==> src/rtl/bp_initiator_if.sv <==
// Request, response and BytePipe signals of the BytePipe initiator.
// master: the initiator; slave: the surrounding system/responder.
interface bp_initiator_if;
    logic       i_req_valid;
    logic       o_req_ready;
    logic [1:0] i_req_op;
    logic [6:0] i_req_addr;
    logic [7:0] i_req_wdata;
    logic [7:0] i_req_len;

    logic [7:0] o_rsp_data;
    logic       o_rsp_valid;
    logic       i_rsp_ready;
    logic       o_rsp_last;
    logic       o_rsp_err;

    logic [7:0] o_bp_data;
    logic       o_bp_valid;
    logic       i_bp_ready;
    logic [7:0] i_bp_data;
    logic       i_bp_valid;
    logic       o_bp_ready;
    logic       o_busy;

    modport master (
        input  i_req_valid, i_req_op, i_req_addr, i_req_wdata, i_req_len,
        input  i_rsp_ready, i_bp_ready, i_bp_data, i_bp_valid,
        output o_req_ready, o_rsp_data, o_rsp_valid, o_rsp_last,
        output o_rsp_err, o_bp_data, o_bp_valid, o_bp_ready, o_busy
    );

    modport slave (
        output i_req_valid, i_req_op, i_req_addr, i_req_wdata, i_req_len,
        output i_rsp_ready, i_bp_ready, i_bp_data, i_bp_valid,
        input  o_req_ready, o_rsp_data, o_rsp_valid, o_rsp_last,
        input  o_rsp_err, o_bp_data, o_bp_valid, o_bp_ready, o_busy
    );
endinterface

==> src/rtl/bp_initiator.sv <==
// BytePipe initiator: turns register read/write/burst requests into
// command bytes and streams the responder's replies back out.
module bp_initiator #(
    parameter int unsigned TIMEOUT_CYCLES = 255
) (
    input logic         i_clk,
    input logic         i_rst_n,
    bp_initiator_if.master bp
);

    localparam logic [15:0] TO = 16'(TIMEOUT_CYCLES);

    typedef enum logic [2:0] {
        IDLE, SETUP_CMD, SETUP_DATA, SETUP_ACK, CMD, WDATA, RESP
    } state_e;

    state_e      state_q, state_d;
    logic        bp_valid_q, bp_valid_d;
    logic [7:0]  bp_data_q, bp_data_d;
    logic [7:0]  cnt_q, cnt_d;
    logic [15:0] wait_q, wait_d;
    logic        wr_q, wr_d;
    logic        burst_q, burst_d;
    logic [6:0]  addr_q, addr_d;
    logic [7:0]  wdata_q, wdata_d;
    logic [7:0]  n_q, n_d;
    logic        rdy_q;

    logic        req_ready;
    logic        bp_fire;
    logic        timeout;
    logic [7:0]  rsp_data;
    logic        rsp_valid, rsp_last, rsp_err, bp_ready;

    assign req_ready = rdy_q && (state_q == IDLE);
    assign bp_fire   = bp_valid_q && bp.i_bp_ready;
    assign timeout   = (wait_q == TO);

    // rdy_q keeps o_req_ready low until the first edge after reset
    always_ff @(posedge i_clk or negedge i_rst_n) begin
        if (!i_rst_n) begin
            state_q    <= IDLE;
            bp_valid_q <= 1'b0;
            bp_data_q  <= 8'h00;
            cnt_q      <= 8'h00;
            wait_q     <= 16'h0000;
            wr_q       <= 1'b0;
            burst_q    <= 1'b0;
            addr_q     <= 7'h00;
            wdata_q    <= 8'h00;
            n_q        <= 8'h00;
            rdy_q      <= 1'b0;
        end else begin
            state_q    <= state_d;
            bp_valid_q <= bp_valid_d;
            bp_data_q  <= bp_data_d;
            cnt_q      <= cnt_d;
            wait_q     <= wait_d;
            wr_q       <= wr_d;
            burst_q    <= burst_d;
            addr_q     <= addr_d;
            wdata_q    <= wdata_d;
            n_q        <= n_d;
            rdy_q      <= 1'b1;
        end
    end

    always_comb begin
        state_d = state_q;
        cnt_d   = cnt_q;
        wait_d  = wait_q;
        wr_d    = wr_q;
        burst_d = burst_q;
        addr_d  = addr_q;
        wdata_d = wdata_q;
        n_d     = n_q;

        unique case (state_q)
            IDLE: begin
                if (bp.i_req_valid && req_ready) begin
                    wr_d    = (bp.i_req_op == 2'd1);
                    burst_d = (bp.i_req_op == 2'd2);
                    addr_d  = bp.i_req_addr;
                    wdata_d = bp.i_req_wdata;
                    n_d     = (bp.i_req_len == 8'd0) ? 8'd1 : bp.i_req_len;
                    state_d = (bp.i_req_op == 2'd2) ? SETUP_CMD : CMD;
                end
            end
            SETUP_CMD: begin
                if (bp_fire) state_d = SETUP_DATA;
            end
            SETUP_DATA: begin
                if (bp_fire) begin
                    state_d = SETUP_ACK;
                    wait_d  = 16'h0000;
                end
            end
            SETUP_ACK: begin
                if (bp.i_bp_valid) begin
                    state_d = CMD;
                    wait_d  = 16'h0000;
                end else if (timeout) begin
                    if (bp.i_rsp_ready) state_d = IDLE;
                end else begin
                    wait_d = wait_q + 16'd1;
                end
            end
            CMD: begin
                if (bp_fire) begin
                    if (wr_q) begin
                        state_d = WDATA;
                    end else begin
                        state_d = RESP;
                        cnt_d   = burst_q ? n_q : 8'd1;
                        wait_d  = 16'h0000;
                    end
                end
            end
            WDATA: begin
                if (bp_fire) begin
                    state_d = RESP;
                    cnt_d   = 8'd1;
                    wait_d  = 16'h0000;
                end
            end
            RESP: begin
                if (bp.i_bp_valid) begin
                    if (bp.i_rsp_ready) begin
                        cnt_d  = cnt_q - 8'd1;
                        wait_d = 16'h0000;
                        if (cnt_q == 8'd1) state_d = IDLE;
                    end
                end else if (bp.i_rsp_ready) begin
                    if (timeout) state_d = IDLE;
                    else         wait_d  = wait_q + 16'd1;
                end
            end
            default: state_d = IDLE;
        endcase

        if (state_d == IDLE) begin
            cnt_d  = 8'h00;
            wait_d = 16'h0000;
        end

        // outgoing byte is registered from the state being entered
        bp_valid_d = (state_d == SETUP_CMD) || (state_d == SETUP_DATA) ||
                     (state_d == CMD) || (state_d == WDATA);
        unique case (state_d)
            SETUP_CMD:  bp_data_d = 8'h80;
            SETUP_DATA: bp_data_d = n_d - 8'd1;
            CMD:        bp_data_d = {wr_d, addr_d};
            WDATA:      bp_data_d = wdata_d;
            default:    bp_data_d = 8'h00;
        endcase
    end

    always_comb begin
        rsp_valid = 1'b0;
        rsp_data  = 8'h00;
        rsp_last  = 1'b0;
        rsp_err   = 1'b0;
        bp_ready  = 1'b0;
        unique case (1'b1)
            (state_q == SETUP_ACK): begin
                bp_ready = 1'b1;
                if (!bp.i_bp_valid && timeout) begin
                    rsp_valid = 1'b1;
                    rsp_last  = 1'b1;
                    rsp_err   = 1'b1;
                end
            end
            (state_q == RESP): begin
                bp_ready = bp.i_rsp_ready;
                if (bp.i_bp_valid) begin
                    rsp_valid = 1'b1;
                    rsp_data  = bp.i_bp_data;
                    rsp_last  = (cnt_q == 8'd1);
                end else if (timeout) begin
                    rsp_valid = 1'b1;
                    rsp_last  = 1'b1;
                    rsp_err   = 1'b1;
                end
            end
            default: ;
        endcase
    end

    assign bp.o_req_ready = req_ready;
    assign bp.o_rsp_data  = rsp_data;
    assign bp.o_rsp_valid = rsp_valid;
    assign bp.o_rsp_last  = rsp_last;
    assign bp.o_rsp_err   = rsp_err;
    assign bp.o_bp_data   = bp_data_q;
    assign bp.o_bp_valid  = bp_valid_q;
    assign bp.o_bp_ready  = bp_ready;
    assign bp.o_busy      = (state_q != IDLE);

endmodule

==> src/flat_wrapper.sv <==
// flat-port wrapper written by rule: the top's interface ports become plain ports
module bp_initiator_flat 
#(
    parameter int unsigned TIMEOUT_CYCLES = 255
)
  (i_clk, i_rst_n, bp_i_req_valid, bp_i_req_op, bp_i_req_addr, bp_i_req_wdata, bp_i_req_len, bp_i_rsp_ready, bp_i_bp_ready, bp_i_bp_data, bp_i_bp_valid, bp_o_req_ready, bp_o_rsp_data, bp_o_rsp_valid, bp_o_rsp_last, bp_o_rsp_err, bp_o_bp_data, bp_o_bp_valid, bp_o_bp_ready, bp_o_busy);
  bp_initiator_if bp_i ();
  input logic i_clk;
  input logic i_rst_n;
  input wire logic [$bits(bp_i.i_req_valid)-1:0] bp_i_req_valid;
  input wire logic [$bits(bp_i.i_req_op)-1:0] bp_i_req_op;
  input wire logic [$bits(bp_i.i_req_addr)-1:0] bp_i_req_addr;
  input wire logic [$bits(bp_i.i_req_wdata)-1:0] bp_i_req_wdata;
  input wire logic [$bits(bp_i.i_req_len)-1:0] bp_i_req_len;
  input wire logic [$bits(bp_i.i_rsp_ready)-1:0] bp_i_rsp_ready;
  input wire logic [$bits(bp_i.i_bp_ready)-1:0] bp_i_bp_ready;
  input wire logic [$bits(bp_i.i_bp_data)-1:0] bp_i_bp_data;
  input wire logic [$bits(bp_i.i_bp_valid)-1:0] bp_i_bp_valid;
  output wire logic [$bits(bp_i.o_req_ready)-1:0] bp_o_req_ready;
  output wire logic [$bits(bp_i.o_rsp_data)-1:0] bp_o_rsp_data;
  output wire logic [$bits(bp_i.o_rsp_valid)-1:0] bp_o_rsp_valid;
  output wire logic [$bits(bp_i.o_rsp_last)-1:0] bp_o_rsp_last;
  output wire logic [$bits(bp_i.o_rsp_err)-1:0] bp_o_rsp_err;
  output wire logic [$bits(bp_i.o_bp_data)-1:0] bp_o_bp_data;
  output wire logic [$bits(bp_i.o_bp_valid)-1:0] bp_o_bp_valid;
  output wire logic [$bits(bp_i.o_bp_ready)-1:0] bp_o_bp_ready;
  output wire logic [$bits(bp_i.o_busy)-1:0] bp_o_busy;
  assign bp_i.i_req_valid = bp_i_req_valid;
  assign bp_i.i_req_op = bp_i_req_op;
  assign bp_i.i_req_addr = bp_i_req_addr;
  assign bp_i.i_req_wdata = bp_i_req_wdata;
  assign bp_i.i_req_len = bp_i_req_len;
  assign bp_i.i_rsp_ready = bp_i_rsp_ready;
  assign bp_i.i_bp_ready = bp_i_bp_ready;
  assign bp_i.i_bp_data = bp_i_bp_data;
  assign bp_i.i_bp_valid = bp_i_bp_valid;
  assign bp_o_req_ready = bp_i.o_req_ready;
  assign bp_o_rsp_data = bp_i.o_rsp_data;
  assign bp_o_rsp_valid = bp_i.o_rsp_valid;
  assign bp_o_rsp_last = bp_i.o_rsp_last;
  assign bp_o_rsp_err = bp_i.o_rsp_err;
  assign bp_o_bp_data = bp_i.o_bp_data;
  assign bp_o_bp_valid = bp_i.o_bp_valid;
  assign bp_o_bp_ready = bp_i.o_bp_ready;
  assign bp_o_busy = bp_i.o_busy;
  bp_initiator #(.TIMEOUT_CYCLES(TIMEOUT_CYCLES)) u_core (.i_clk(i_clk), .i_rst_n(i_rst_n), .bp(bp_i));
endmodule
==> config.mk <==
export PLATFORM = sky130hd
export DESIGN_NAME = bp_initiator_flat
export DESIGN_NICKNAME = d
export VERILOG_FILES = /design/src/rtl/bp_initiator_if.sv /design/src/rtl/bp_initiator.sv /design/src/flat_wrapper.sv
export SDC_FILE = /design/constraint.sdc
export NUM_CORES = 1
export LEC_CHECK = 0
export CORE_ASPECT_RATIO = 1.2
export CORE_UTILIZATION = 40
export DETAILED_ROUTE_END_ITERATION = 10
export DONT_BUFFER_PORTS = 1
export HOLD_SLACK_MARGIN = 0.12
export PLACE_DENSITY = 0.57
export SLEW_MARGIN = 10
export SYNTH_ARGS = -nofsm -noshare
export SYNTH_HDL_FRONTEND = slang
export SYNTH_SLANG_ARGS = --single-unit
==> constraint.sdc <==
create_clock -name i_clk -period 5 [get_ports i_clk]
set_input_delay 1 -clock i_clk [delete_from_list [all_inputs] [get_ports i_clk]]
set_output_delay 1 -clock i_clk [all_outputs]
set_load 0.05 [all_outputs]
### After elaboration in Yosys (flattened, before gate mapping)

Index checks and enable logic that the tools add are counted.

* mux-type cells: 55
* add/subtract/negate cells: 3
* reductions and logical operators: 18
* equality and inequality tests: 20

Operators with widths (number)
* 16-bit 2-to-1 mux: 9
* 8-bit 2-to-1 mux: 14
* 16-bit case mux with 4 select lines: 1
* 3-bit 2-to-1 mux: 14
* 8-bit case mux with 4 select lines: 1
* 8-bit case mux with 3 select lines: 1
* 3-bit case mux with 7 select lines: 1
* 16-bit by 1-bit adder with 16-bit output (second input constant): 1
* 16-bit by 8-bit equality test with 1-bit output (second input constant): 1
* 8-bit by 1-bit subtractor with 8-bit output (second input constant): 2
* 3-bit equality test (second input constant): 5
* 7-bit 2-to-1 mux: 2
* 3-bit by 2-bit equality test with 1-bit output (second input constant): 3
* 3-bit by 1-bit inequality test with 1-bit output (second input constant): 3
* 8-bit by 1-bit equality test with 1-bit output (second input constant): 1
* 8-bit logical NOT: 1
* 1-bit case mux with 2 select lines: 4
* 1-bit 2-to-1 mux: 7
* 3-bit by 1-bit equality test with 1-bit output (second input constant): 2
* 3-bit logical NOT: 2
* 3-bit by 2-bit inequality test with 1-bit output (second input constant): 2
* 6-bit AND reduction: 1
* 5-bit AND reduction: 1
* 5-bit nonzero test: 1
* 11 further kinds: 16

* word-level logic and storage cells: 107
* output and inout port bits: 23
* register bits: 62
* bits of input ports: 39

### Logic depth before layout (Yosys ltp)

* depth in word-level cells: 9
* gate-level depth with buffers: 10
* gate-level depth less buffers: 8

### Least setup slack after synthesis

OpenSTA, ideal clock, no wires.

* path type: input to output
* from: in bp_i_bp_valid
* to: out bp_o_rsp_last
* stages: 3
* slack: 1.554 ns
* buffers on the path: 0
* arrival: 2.446 ns
* path through: nand4bb_1 -> and2_1 -> nor3_1

* word-level cells in the longest chain between the ends: 4

Ends and longest elaborated chain
* from (decl): line flat_wrapper.sv:18 `input wire logic [$bits(bp_i.i_bp_valid)-1:0] bp_i_bp_valid;`
* 1-bit logical NOT: line bp_initiator.sv:167 `if (!bp.i_bp_valid && timeout) begin`
* 1-bit logical AND: line bp_initiator.sv:167
* 1-bit 2-to-1 mux: line bp_initiator.sv:167
* 1-bit case mux with 2 select lines *: line bp_initiator.sv:164 `unique case (1'b1)`
* to (decl): line flat_wrapper.sv:22 `output wire logic [$bits(bp_i.o_rsp_last)-1:0] bp_o_rsp_last;`

Every way passes the cells marked *; elsewhere a longest branch is shown, timed or not.

### Worst setup path after layout

* from: reg u_core.state_q[1]
* to: reg u_core.wait_q[5]

* word-level cells in the longest chain between the ends: 8

Ends and longest elaborated chain
* from (decl): line bp_initiator.sv:17 `state_e state_q, state_d;`
* from (signal assigned): line bp_initiator.sv:54 `state_q <= state_d;`
* 3-bit logical NOT *: line bp_initiator.sv:35 `assign req_ready = rdy_q && (state_q == IDLE);`
* 1-bit logical AND *: line bp_initiator.sv:35
* net bp_o_req_ready: line flat_wrapper.sv:19 `output wire logic [$bits(bp_i.o_req_ready)-1:0] bp_o_req_ready;`
* 1-bit logical AND *: line bp_initiator.sv:80 `if (bp.i_req_valid && req_ready) begin`
* 3-bit 2-to-1 mux *: line bp_initiator.sv:80
* 3-bit case mux with 7 select lines *: line bp_initiator.sv:78 `unique case (state_q)`
* 3-bit logical NOT *: line bp_initiator.sv:141 `if (state_d == IDLE) begin`
* 3-bit by 1-bit inequality test with 1-bit output (no line) (tied with other cells)
* 5-bit AND reduction (no line)
* to (signal assigned): line bp_initiator.sv:58 `wait_q <= wait_d;`
* to (decl): line bp_initiator.sv:21 `logic [15:0] wait_q, wait_d;`

The timed path passes the listed nets; every way through them passes the cells marked *.
A chain may end at the register's enable or synchronous reset.

==> impl_metrics.env <==
export IMPL_clock_skew_ps=12.91
export IMPL_postRouteAntennaNets=0
export IMPL_critPathCaptureType="flip-flop"
export IMPL_tightest_slew_ps=979.9
export IMPL_yosys_top_cells_area="dfrtp_1 43%, nand2_1 8.8%, o21ai_0 3.3%"
export IMPL_post_route_util=0.4415
export IMPL_via_per_inst=5.628
export IMPL_synth_edf_count=0
export IMPL_drt_initial_drc_count=158
export IMPL_antenna_cells=0
export IMPL_vdd_drop_max_mv=0.3160
export IMPL_die_area_um2=9353
export IMPL_path_max_fanout=29
export IMPL_required_ps=5250
export IMPL_synth_seq_cells=62
export IMPL_drtPass1Iterations=6
export IMPL_synth_nets=447
export IMPL_synth_top_area_share=0.4325
export IMPL_first_global_vias=2983
export IMPL_synth_compound_area_share=0.1873
export IMPL_syn_area_per_cell_um2=8.879
export IMPL_h_tree_depth=3
export IMPL_drive_above_1_share=0.07711
export IMPL_start_kind="flip-flop"
export IMPL_antenna_found_initial=0
export IMPL_seq_area_um2=1551
export IMPL_min_period_over_period=0.7250
export IMPL_clkTransAtPathRegs_ps=70
export IMPL_synth_simple_area_share=0.2672
export IMPL_grt_max_degree=63
export IMPL_post_synth_top_area_cell="dfrtp_1"
export IMPL_nets=440
export IMPL_drt_total_wl_mm=9.061
export IMPL_port_buffers=0
export IMPL_setup_viol=0
export IMPL_cts_inserted_buffers=9
export IMPL_rsz0062_at_grt="false"
export IMPL_clock_latency_ps=350
export IMPL_synthesis_area_um2=3587
export IMPL_yosys_warnings=0
export IMPL_synthFlopType="dfrtp_1"
export IMPL_postSynthCellCount=404
export IMPL_drc=0
export IMPL_synthAdderAreaFrac=0.01395
export IMPL_synthXorXnorAreaFrac=0.02442
export IMPL_ys_seq_area_frac=0.4325
export IMPL_ys_async_sr_fraction=1.000
export IMPL_fill_cells=883
export IMPL_rr_startpoint="u_core.state_q[1]"
export IMPL_initial_core_util=0.4144
export IMPL_maxCapViolations=0
export IMPL_cp_startpoint="u_core.state_q[1]"
export IMPL_status="finished, final reports clean"
export IMPL_min_period_ps=3625
export IMPL_gp_congestion=0.7824
export IMPL_cts_hold_buf=0
export IMPL_synth_top_family_by_area="simple AND/OR/NAND/NOR gates"
export IMPL_hpwl_mm=6.433
export IMPL_vias=2921
export IMPL_synthMuxAreaShare=0.03069
export IMPL_finalHoldViolCount=0
export IMPL_power_density_nw_per_um2=691.3
export IMPL_grt_first_pass_wirelength_mm=15.12
export IMPL_grt_overflow=0
export IMPL_coreArea_um2=8657
export IMPL_max_freq_mhz=275.9
export IMPL_tns_ps=0
export IMPL_crit_arrival_ps=3870
export IMPL_die_h_um=105.7
export IMPL_track_usage=0.2107
export IMPL_maxSlewViolCount=0
export IMPL_cts_setup_buffers=0
export IMPL_cts_root_buf="clkbuf_8"
export IMPL_syn2layout_area_growth_pct=6.558
export IMPL_synth_distinct_cells=58
export IMPL_cts_resized=0
export IMPL_critPathKind="flip-flop to flip-flop"
export IMPL_hold_class="input pin to asynchronous set/reset pin"
export IMPL_multi_input_area_um2=1887
export IMPL_cts_max_path_buffers=2
export IMPL_io_pins=62
export IMPL_dieWidth_um=88.45
export IMPL_rows=37
export IMPL_slew_headroom=0.3443
export IMPL_p_leak_nw=1.687
export IMPL_cts_tree="done"
export IMPL_numClockSinks=62
export IMPL_wire_per_inst_um=17.46
## where the power goes
group          total [W]  leakage [nW]  internal (W)  switching, W
combinational    0.00135         0.794      0.000479      0.000871
clock           0.000395        0.0816      0.000180      0.000215
sequential      0.000897         0.811      0.000670      0.000227
## cell usage after synthesis, drive strengths merged (4+ instances only)
cell,count
nor3,7
inv,15
dfrtp,62
buf,9
and4,5
nand3b,4
o2bb2ai,7
or3,13
a211oi,6
ha,4
nand4,4
a21oi,16
o21ai,25
a22oi,5
o22ai,12
nand2b,7
xnor2,7
and3,4
nor4,5
nor2b,7
and2,13
nor2,13
mux2i,11
clkbuf,10
nand2,85
nand3,12
## through the flow
| stage | setup WS, ps | total power [W] | hold slack, ps | instances | area (µm²) |
|---|---|---|---|---|---|
| 4_1_cts | 1359 | 0.002656 | 330.2 | 519 | 3822 |
| 2_1_floorplan | 1554 | 0.001980 | 439.6 | 404 | 3587 |
| 3_3_place_gp | 1523 | 0.002230 | 452.5 | 503 | 3649 |
| 6_report | 1375 | 0.002643 | 342.9 | 519 | 3822 |
| 3_5_place_dp | 1412 | 0.002251 | 460.8 | 503 | 3649 |
| 5_1_grt | 1094 | 0.002846 | 322.0 | 519 | 3822 |
## cells by family after synthesis
group	count (synthesis)
DFF	62
other	1
and+or+nand+nor	186
muxes	11
buffers and inverters	34
xor gates and xnor gates	10
adders and majority gates	4
AOI/OAI and AO/OA	96
## worst max-delay path: stages, from the launching register on
cell and delay (ps):
dfrtp_1 560, nor4b_4 890, nand2_2 570, o21ai_1 350
nor3_2 160, a21oi_2 380, nand2b_1 330, o21ai_0 280
## metal layers
metal / share of wire / wire, µm / track usage
met1: 0.44 / 3961 / 0.2610
met2: 0.50 / 4510 / 0.3500
met3: 0.052 / 467 / 0.05717
met4: 0.013 / 121 / 0.06912
met5: 0 / 0 / 0
## final timing paths
kind / endpoint / slack (ps) / cells past startpoint
max: u_core.wait_q[5] / 1370 / 7
min: u_core.wait_q[12] / 340 / 0
max reg2reg: u_core.wait_q[5] / 1370 / 7
min reg2reg: u_core.wdata_q[5] / 470 / 2
max in group asynchronous: u_core.state_q[0] / 4510 / 0
min in group i_clk: u_core.wdata_q[5] / 470 / 2
## sequential cells by signal, summed over array words and instances, names as in the netlist, 3 cells and up
name	flops
u_core.n_q	8
u_core.state_q	3
u_core.wait_q	16
u_core.bp.o_bp_data	8
u_core.wdata_q	8
u_core.cnt_q	8
u_core.addr_q	7
## layout by cell type (no fill, tap or decap), drive strengths merged, types with 9 or more instances in the layout
cell type  Yosys  layout
nand2         85      85
dfrtp         62      62
o21ai         25      25
a21oi         16      16
inv           15      16
nor2          13      13
and2          13      13
or3           13      13
nand3         12      12
o22ai         12      12
mux2i         11      11
clkbuf        10       9
## final cells by class
type	instances	share of cell area
multi-input combinational	308	0.4936
timing repair buffer	1	0.001964
clock buffer	9	0.03241
sequential	62	0.4059
inverter	15	0.01473
clock inverter	7	0.01309
tap	117	0.03830
Note: power is estimated with default switching activity, not from simulation.
